$ cat config.mk
export PLATFORM = sky130hd
export DESIGN_NAME = float_div_iter
export DESIGN_NICKNAME = d
export VERILOG_FILES = /design/src/rtl/float_div_pkg.sv /design/src/rtl/float_div_mant_core.sv /design/src/rtl/float_div_iter.sv
export SDC_FILE = /design/constraint.sdc
export NUM_CORES = 1
export LEC_CHECK = 0
export ABC_AREA = 1
export CORE_AREA = 2 2 144 146
export DETAILED_ROUTE_END_ITERATION = 8
export DIE_AREA = 0 0 146 148
export GPL_TIMING_DRIVEN = 0
export SETUP_SLACK_MARGIN = 0.05
export SLEW_MARGIN = 20
export SYNTH_ARGS = -nofsm -noshare
export SYNTH_HDL_FRONTEND = slang
export SYNTH_HIERARCHICAL = 1
export SYNTH_SLANG_ARGS = --single-unit
$ cat constraint.sdc
create_clock -name clk -period 2.88 [get_ports clk]
set_input_delay 0.576 -clock clk [delete_from_list [all_inputs] [get_ports clk]]
set_output_delay 0.576 -clock clk [all_outputs]
set_load 0.005 [all_outputs]
$ cat src/rtl/float_div_pkg.sv
// Shared definitions for the iterative single-precision float divider.
// Contents: default format widths and bias, FSM state encoding, the quiet NaN
// and all-ones exponent constants, and the restoring-step iteration count.
package float_div_pkg;

  localparam int DEF_EXP_W  = 8;
  localparam int DEF_MANT_W = 23;
  localparam int DEF_BIAS   = 127;

  // integer bit + fraction bits + normalization bit + guard bit
  localparam int ITER_CNT = DEF_MANT_W + 3;

  localparam logic [31:0]          QNAN    = 32'h7FC0_0000;
  localparam logic [DEF_EXP_W-1:0] INF_EXP = '1;

  typedef enum logic [1:0] {
    IDLE      = 2'd0,
    DIVIDE    = 2'd1,
    NORMALIZE = 2'd2
  } state_t;

endpackage

$ cat src/rtl/float_div_mant_core.sv
// Restoring mantissa divider: one quotient bit per step.
// Ports:
//   clk, rst_n      clock / async active-low reset
//   load            capture {1,mant} operands, clear quotient and counter
//   step            perform one restoring step
//   mant_a, mant_b  dividend / divisor significands (hidden 1 included)
//   quot            quotient bits, MSB first (integer bit at the top)
//   sticky          final partial remainder is non-zero
//   last            the current step is the final one
module float_div_mant_core
  import float_div_pkg::*;
#(
  parameter int MANT_W = DEF_MANT_W,
  parameter int ITERS  = ITER_CNT
) (
  input  logic              clk,
  input  logic              rst_n,
  input  logic              load,
  input  logic              step,
  input  logic [MANT_W:0]   mant_a,
  input  logic [MANT_W:0]   mant_b,
  output logic [ITERS-1:0]  quot,
  output logic              sticky,
  output logic              last
);

  localparam int CNT_W = $clog2(ITERS);
  localparam int RW    = MANT_W + 1;

  // The remainder needs one extra bit: after the shift it can reach 2x divisor.
  logic [MANT_W+1:0] rem;
  logic [MANT_W:0]   dvsr;
  logic [CNT_W-1:0]  iter;
  logic              ge;
  logic [MANT_W:0]   rem_sub;

  assign ge = (rem >= {1'b0, dvsr});

  // After a successful subtract the remainder is below the divisor, so the
  // top bit is always zero and can be dropped before the shift.
  assign rem_sub = ge ? RW'(rem - {1'b0, dvsr}) : RW'(rem);

  always_ff @(posedge clk or negedge rst_n) begin
    if (!rst_n) begin
      rem  <= '0;
      dvsr <= '0;
      quot <= '0;
      iter <= '0;
    end else if (load) begin
      rem  <= {1'b0, mant_a};
      dvsr <= mant_b;
      quot <= '0;
      iter <= '0;
    end else if (step) begin
      rem  <= {rem_sub, 1'b0};
      quot <= {quot[ITERS-2:0], ge};
      iter <= iter + 1'b1;
    end
  end

  assign sticky = |rem;
  assign last   = (iter == CNT_W'(ITERS - 1));

endmodule

$ cat src/rtl/float_div_iter.sv
// Sequential IEEE-754 divider, result = A / B, start/busy/done handshake.
// Fixed latency: done pulses in the cycle after the 27th edge following the
// start-accept edge, for every input including the special cases.
// Ports:
//   clk, rst_n   clock / async active-low reset
//   start        request, sampled only in IDLE (also in the done cycle)
//   A, B         dividend / divisor
//   busy         operation in flight
//   done         one-cycle pulse when result updates
//   result       quotient, held between completions
// Build option: define FLOAT_DIV_ROUND_EN for round-to-nearest-even;
// otherwise the quotient is truncated.
//
// state     | meaning
// ----------+---------------------------------------------------
// IDLE      | waiting for start; result held
// DIVIDE    | one restoring quotient bit per edge, MANT_W+3 edges
// NORMALIZE | align, (round), pack, write result, pulse done
module float_div_iter
  import float_div_pkg::*;
#(
  parameter int EXP_W  = DEF_EXP_W,
  parameter int MANT_W = DEF_MANT_W,
  parameter int BIAS   = DEF_BIAS
) (
  input  logic                    clk,
  input  logic                    rst_n,
  input  logic                    start,
  input  logic [EXP_W+MANT_W:0]   A,
  input  logic [EXP_W+MANT_W:0]   B,
  output logic                    busy,
  output logic                    done,
  output logic [EXP_W+MANT_W:0]   result
);

  localparam int W     = EXP_W + MANT_W + 1;
  localparam int EW    = EXP_W + 2;
  localparam int ITERS = MANT_W + 3;

  localparam logic [EXP_W-1:0] EXP_ONES =
    (EXP_W == DEF_EXP_W) ? EXP_W'(INF_EXP) : {EXP_W{1'b1}};
  localparam logic [W-1:0] NAN_VAL =
    (W == 32) ? W'(QNAN) : {1'b0, EXP_ONES, 1'b1, {(MANT_W-1){1'b0}}};

  state_t state, state_nxt;
  logic   load, step, fin;

  logic                 sign_r;
  logic signed [EW-1:0] exp_base_r;
  logic                 nan_r, zero_r, inf_r;

  logic [ITERS-1:0] quot;
  logic             core_sticky;
  logic             core_last;

  logic                 a_zero, b_zero;
  logic signed [EW-1:0] exp_base_in;
  logic                 norm;
  logic [MANT_W-1:0]    mant_n, mant_f;
  logic signed [EW-1:0] exp_n, exp_f;
  logic [W-1:0]         res_nxt;

  float_div_mant_core #(
    .MANT_W (MANT_W),
    .ITERS  (ITERS)
  ) u_core (
    .clk    (clk),
    .rst_n  (rst_n),
    .load   (load),
    .step   (step),
    .mant_a ({1'b1, A[MANT_W-1:0]}),
    .mant_b ({1'b1, B[MANT_W-1:0]}),
    .quot   (quot),
    .sticky (core_sticky),
    .last   (core_last)
  );

  // FSM: state register
  always_ff @(posedge clk or negedge rst_n) begin
    if (!rst_n) state <= IDLE;
    else        state <= state_nxt;
  end

  // FSM: next state
  always_comb begin
    state_nxt = state;
    case (state)
      IDLE:      if (start) state_nxt = DIVIDE;
      DIVIDE:    if (core_last) state_nxt = NORMALIZE;
      NORMALIZE: state_nxt = IDLE;
      default:   state_nxt = IDLE;
    endcase
  end

  // FSM: outputs
  always_comb begin
    load = 1'b0;
    step = 1'b0;
    fin  = 1'b0;
    busy = 1'b0;
    case (state)
      IDLE:      load = start;
      DIVIDE:    begin step = 1'b1; busy = 1'b1; end
      NORMALIZE: begin fin  = 1'b1; busy = 1'b1; end
      default:   ;
    endcase
  end

  assign a_zero      = ~|A[W-2:0];
  assign b_zero      = ~|B[W-2:0];
  assign exp_base_in = $signed({2'b00, A[W-2:MANT_W]})
                     - $signed({2'b00, B[W-2:MANT_W]})
                     + EW'(BIAS);

  // Integer bit clear means mant A < mant B: take the bits one position lower.
  assign norm   = ~quot[ITERS-1];
  assign mant_n = norm ? quot[MANT_W:1] : quot[MANT_W+1:2];
  assign exp_n  = exp_base_r - $signed({{(EW-1){1'b0}}, norm});

`ifdef FLOAT_DIV_ROUND_EN
  logic            guard, sticky_all, inc;
  logic [MANT_W:0] mant_sum;

  // Without the shift, the bit below the guard also folds into sticky.
  assign guard      = norm ? quot[0] : quot[1];
  assign sticky_all = core_sticky | (~norm & quot[0]);
  assign inc        = guard & (sticky_all | mant_n[0]);
  assign mant_sum   = {1'b0, mant_n} + {{MANT_W{1'b0}}, inc};
  assign mant_f     = mant_sum[MANT_W-1:0];
  assign exp_f      = exp_n + $signed({{(EW-1){1'b0}}, mant_sum[MANT_W]});
`else
  logic unused_rnd;
  assign unused_rnd = quot[0] ^ core_sticky;
  assign mant_f     = mant_n;
  assign exp_f      = exp_n;
`endif

  always_comb begin
    res_nxt = {sign_r, exp_f[EXP_W-1:0], mant_f};
    if (nan_r)
      res_nxt = NAN_VAL;
    else if (zero_r || exp_n[EW-1] || (exp_n == '0))
      res_nxt = {sign_r, {(W-1){1'b0}}};
    else if (inf_r || (exp_f >= $signed({2'b00, EXP_ONES})))
      res_nxt = {sign_r, EXP_ONES, {MANT_W{1'b0}}};
  end

  always_ff @(posedge clk or negedge rst_n) begin
    if (!rst_n) begin
      sign_r     <= 1'b0;
      exp_base_r <= '0;
      nan_r      <= 1'b0;
      zero_r     <= 1'b0;
      inf_r      <= 1'b0;
      done       <= 1'b0;
      result     <= '0;
    end else begin
      done <= fin;
      if (load) begin
        sign_r     <= A[W-1] ^ B[W-1];
        exp_base_r <= exp_base_in;
        nan_r      <= a_zero & b_zero;
        zero_r     <= a_zero;
        inf_r      <= b_zero;
      end
      if (fin) result <= res_nxt;
    end
  end

endmodule

==> results.yml <==
outcome:
  status: "finished, final reports clean"
floorplan:
  dieArea_mm2: 0.0216
  fp.dieH_um: 148
  core_mm2: 0.0200
  rows: 52
  num_io_pins: 101
  dieWidth_um: 146
  start_util_pct: 42.3
global_route:
  grt_antenna_before_repair: 0
  grt_remaining_overflow: 0
  grt_max_degree: 95
  grt_pass1_vias: 7689
  grt_pass1_wl_um: 39200
  grtUsageTotal_pct: 23.1
logic_synthesis:
  avgSynthCellArea_um2: 7.26
  netlist_area_mm2: 0.00848
  synth-warning-count: 6
  synth_cells: 1169
flow_run:
  maxCapViolCount: 0
timing:
  skew_ps: 10.1
  worst_slack_ps: 219
  post-route-period-util_pct: 92.4
  rsz0062_at_grt: "false"
  drv_slew: 0
  fmax_mhz: 376
  max_slew_margin_pct: 32.4
  min_period_ps: 2660
  finalSetupViolCount: 0
  hold_slack_ps: 7.04
  hold_viol_final: 0
  worstMarginPinSlew_ps: 1010
power_and_ir_drop:
  comb_power_share_pct: 62.1
  p_seq_share_pct: 23.1
  power_leakage_uw: 0.00510
  p_sw_share_pct: 49.4
  internal_power_uw: 6890
  p_clk_share_pct: 14.8
  cellPowerDensity_mw_per_mm2: 1300
  p_switching_uw: 6730
  vdd_drop_max_mv: 0.648
drt:
  detail-route-antenna-nets: 0
  viasPerCell: 5.01
  vias: 7887
  drt-wirelength-per-cell_um: 15.4
  drc_errors: 0
  firstDrtPassIters: 5
  drt_iter0_drc: 447
  wl_um: 24300
layout:
  nNetsFinal: 1401
  areaGrowthSynthToFinish_pct: 23.1
  drive_gt1_share_pct: 8.83
  antennaDiodeCount: 0
clock_tree:
  h-tree-depth: 4
  cts_buffer_depth: 2
  cts_sinks: 129
  cts_made_buffers: 17
  clock_latency_ps: 430
  root_buffer: "clkbuf_16"
  cts_tree: "done"
  clk_pin_slew_ps: 60
worst_setup_path:
  required_ps: 3190
  cp_max_fo: 10
  end_kind: "flip-flop"
  path_cells: "clkbuf_2, clkinvlp_4, ha_1, ha_1, or2_2, nor2_1, nand2_1, nor2_1, nand3_1, nand2_2, nand2_4, nand2_4, nor2_8, buf_12, nand3_2, nand2_1"
  startpoint_type: "flip-flop"
  path_class: "reg2reg"
  cp.arrival_ps: 2970
  cp_slowest_stage_delay_ps: 350
  cpMaxStageDelayCell: "dfrtp_1"
placement:
  port_buffers: 100
  dp_hpwl_um: 18600
  place_congestion: 0.959
  dp_slack_ps: -1170
worst_hold_path:
  hp-class: "in2async"
==> path summary, 6_finish.rpt <==
kind,from,end,slack [ps],cells after the start
worst min register to register,u_core/iter[4]$_DFFE_PN0P_,u_core/iter[4]$_DFFE_PN0P_,470,1
min in group clk,u_core/iter[4]$_DFFE_PN0P_,u_core/iter[4]$_DFFE_PN0P_,470,1
worst min-delay path,rst_n,exp_base_r[1]$_DFFE_PN0P_,7,1
worst max-delay path,u_core/quot[25]$_DFFE_PN0P_,result[18]$_DFFE_PN0P_,220,16
worst max register to register,u_core/quot[25]$_DFFE_PN0P_,result[18]$_DFFE_PN0P_,220,16
max in group asynchronous,rst_n,u_core/dvsr[15]$_DFFE_PN0P_,2110,2
==> power groups by stage <==
stage | clock network, uW | registers (uW) | logic, uW
detailed placement | 0 | 3170 | 8300
floorplan | 0 | 3080 | 5950
global placement | 0 | 3160 | 8210
global route | 2130 | 3260 | 9490
finish | 2010 | 3150 | 8460
CTS | 2050 | 3150 | 8430
==> flip-flops by register name, indices dropped and copies added (netlist names) <==
| name | flops |
|---|---|
| u_core/rem | 25 |
| state | 2 |
| done | 1 |
| result | 32 |
| u_core/dvsr | 24 |
| sign_r | 1 |
| nan_r | 1 |
| inf_r | 1 |
| exp_base_r | 10 |
| u_core/iter | 5 |
| zero_r | 1 |
| u_core/quot | 26 |
==> metal layers <==
layer / share of wire [%] / GRT usage (%) / wire, um
met1: 44 / 28.5 / 10700
met2: 49 / 40.2 / 11900
met4: 3.5 / 10.3 / 849
met3: 3.5 / 3.30 / 841
met5: 0 / 0 / 0
==> layout by cell type, fill, tap and decap left out, drive strengths merged <==
cell             n
nand2          369
inv            168
dfrtp          129
clkdlybuf4s50   99
nand3           83
o21ai           80
nor2            77
a21oi           50
ha              41
clkbuf          39
o22ai           25
nand4           24
buf             18
a22oi           15
nor4            13
xnor2           12
nor3            12
clkinv           9
or2              8
xor2             5
o21bai           4
nand3b           4
clkinvlp         3
a31oi            3
and2             3
fa               2
conb             2
o211ai           2
a21o             1
a211oi           1
a22o             1
o21a             1
==> cell type report <==
cell class / count / area (um^2)
Tap cell: 270 / 338
Clock buffer: 17 / 425
Sequential cell: 129 / 3230
Inverter: 166 / 632
Multi-Input combinational cell: 838 / 4450
Buffer: 35 / 201
Clock inverter: 14 / 110
Timing Repair Buffer: 104 / 1060
Fill cell: 2092 / 9600
==> through the flow <==
stage / utilization (%) / instances / TNS (ps) / instance area, um^2 / total power (uW)
2_1_floorplan: - / 1170 / 0 / 8490 / 9030
3_3_place_gp: 49.0 / 1540 / -580840 / 9830 / 11400
3_5_place_dp: 49.2 / 1541 / -60420 / 9860 / 11500
4_1_cts: 52.1 / 1574 / 0 / 10400 / 13600
5_1_grt: 52.1 / 1573 / 0 / 10400 / 14900
6_report: 52.1 / 1573 / 0 / 10400 / 13600
==> worst max-delay path: cells and delay by family, from the launching register on <==
| kind | cells | cell delay, ps |
|---|---|---|
| flip-flops | 1 | 350 |
| adder cells (fa/ha/maj) | 2 | 620 |
| AND/OR/NAND/NOR | 11 | 1070 |
| buffers and inverters | 3 | 500 |
==> repair_timing <==
| item | in CTS | in global routing |
|---|---|---|
| hold buffers | 0 | 0 |
| resized for setup | 9 | 14 |
| pin swaps | 1 | 0 |
| cloned | 0 | 0 |
| buffers inserted | 3 | 0 |
| setup endpoints to repair | 84 | 51 |
No activity file was read; power rests on OpenSTA's default activity.
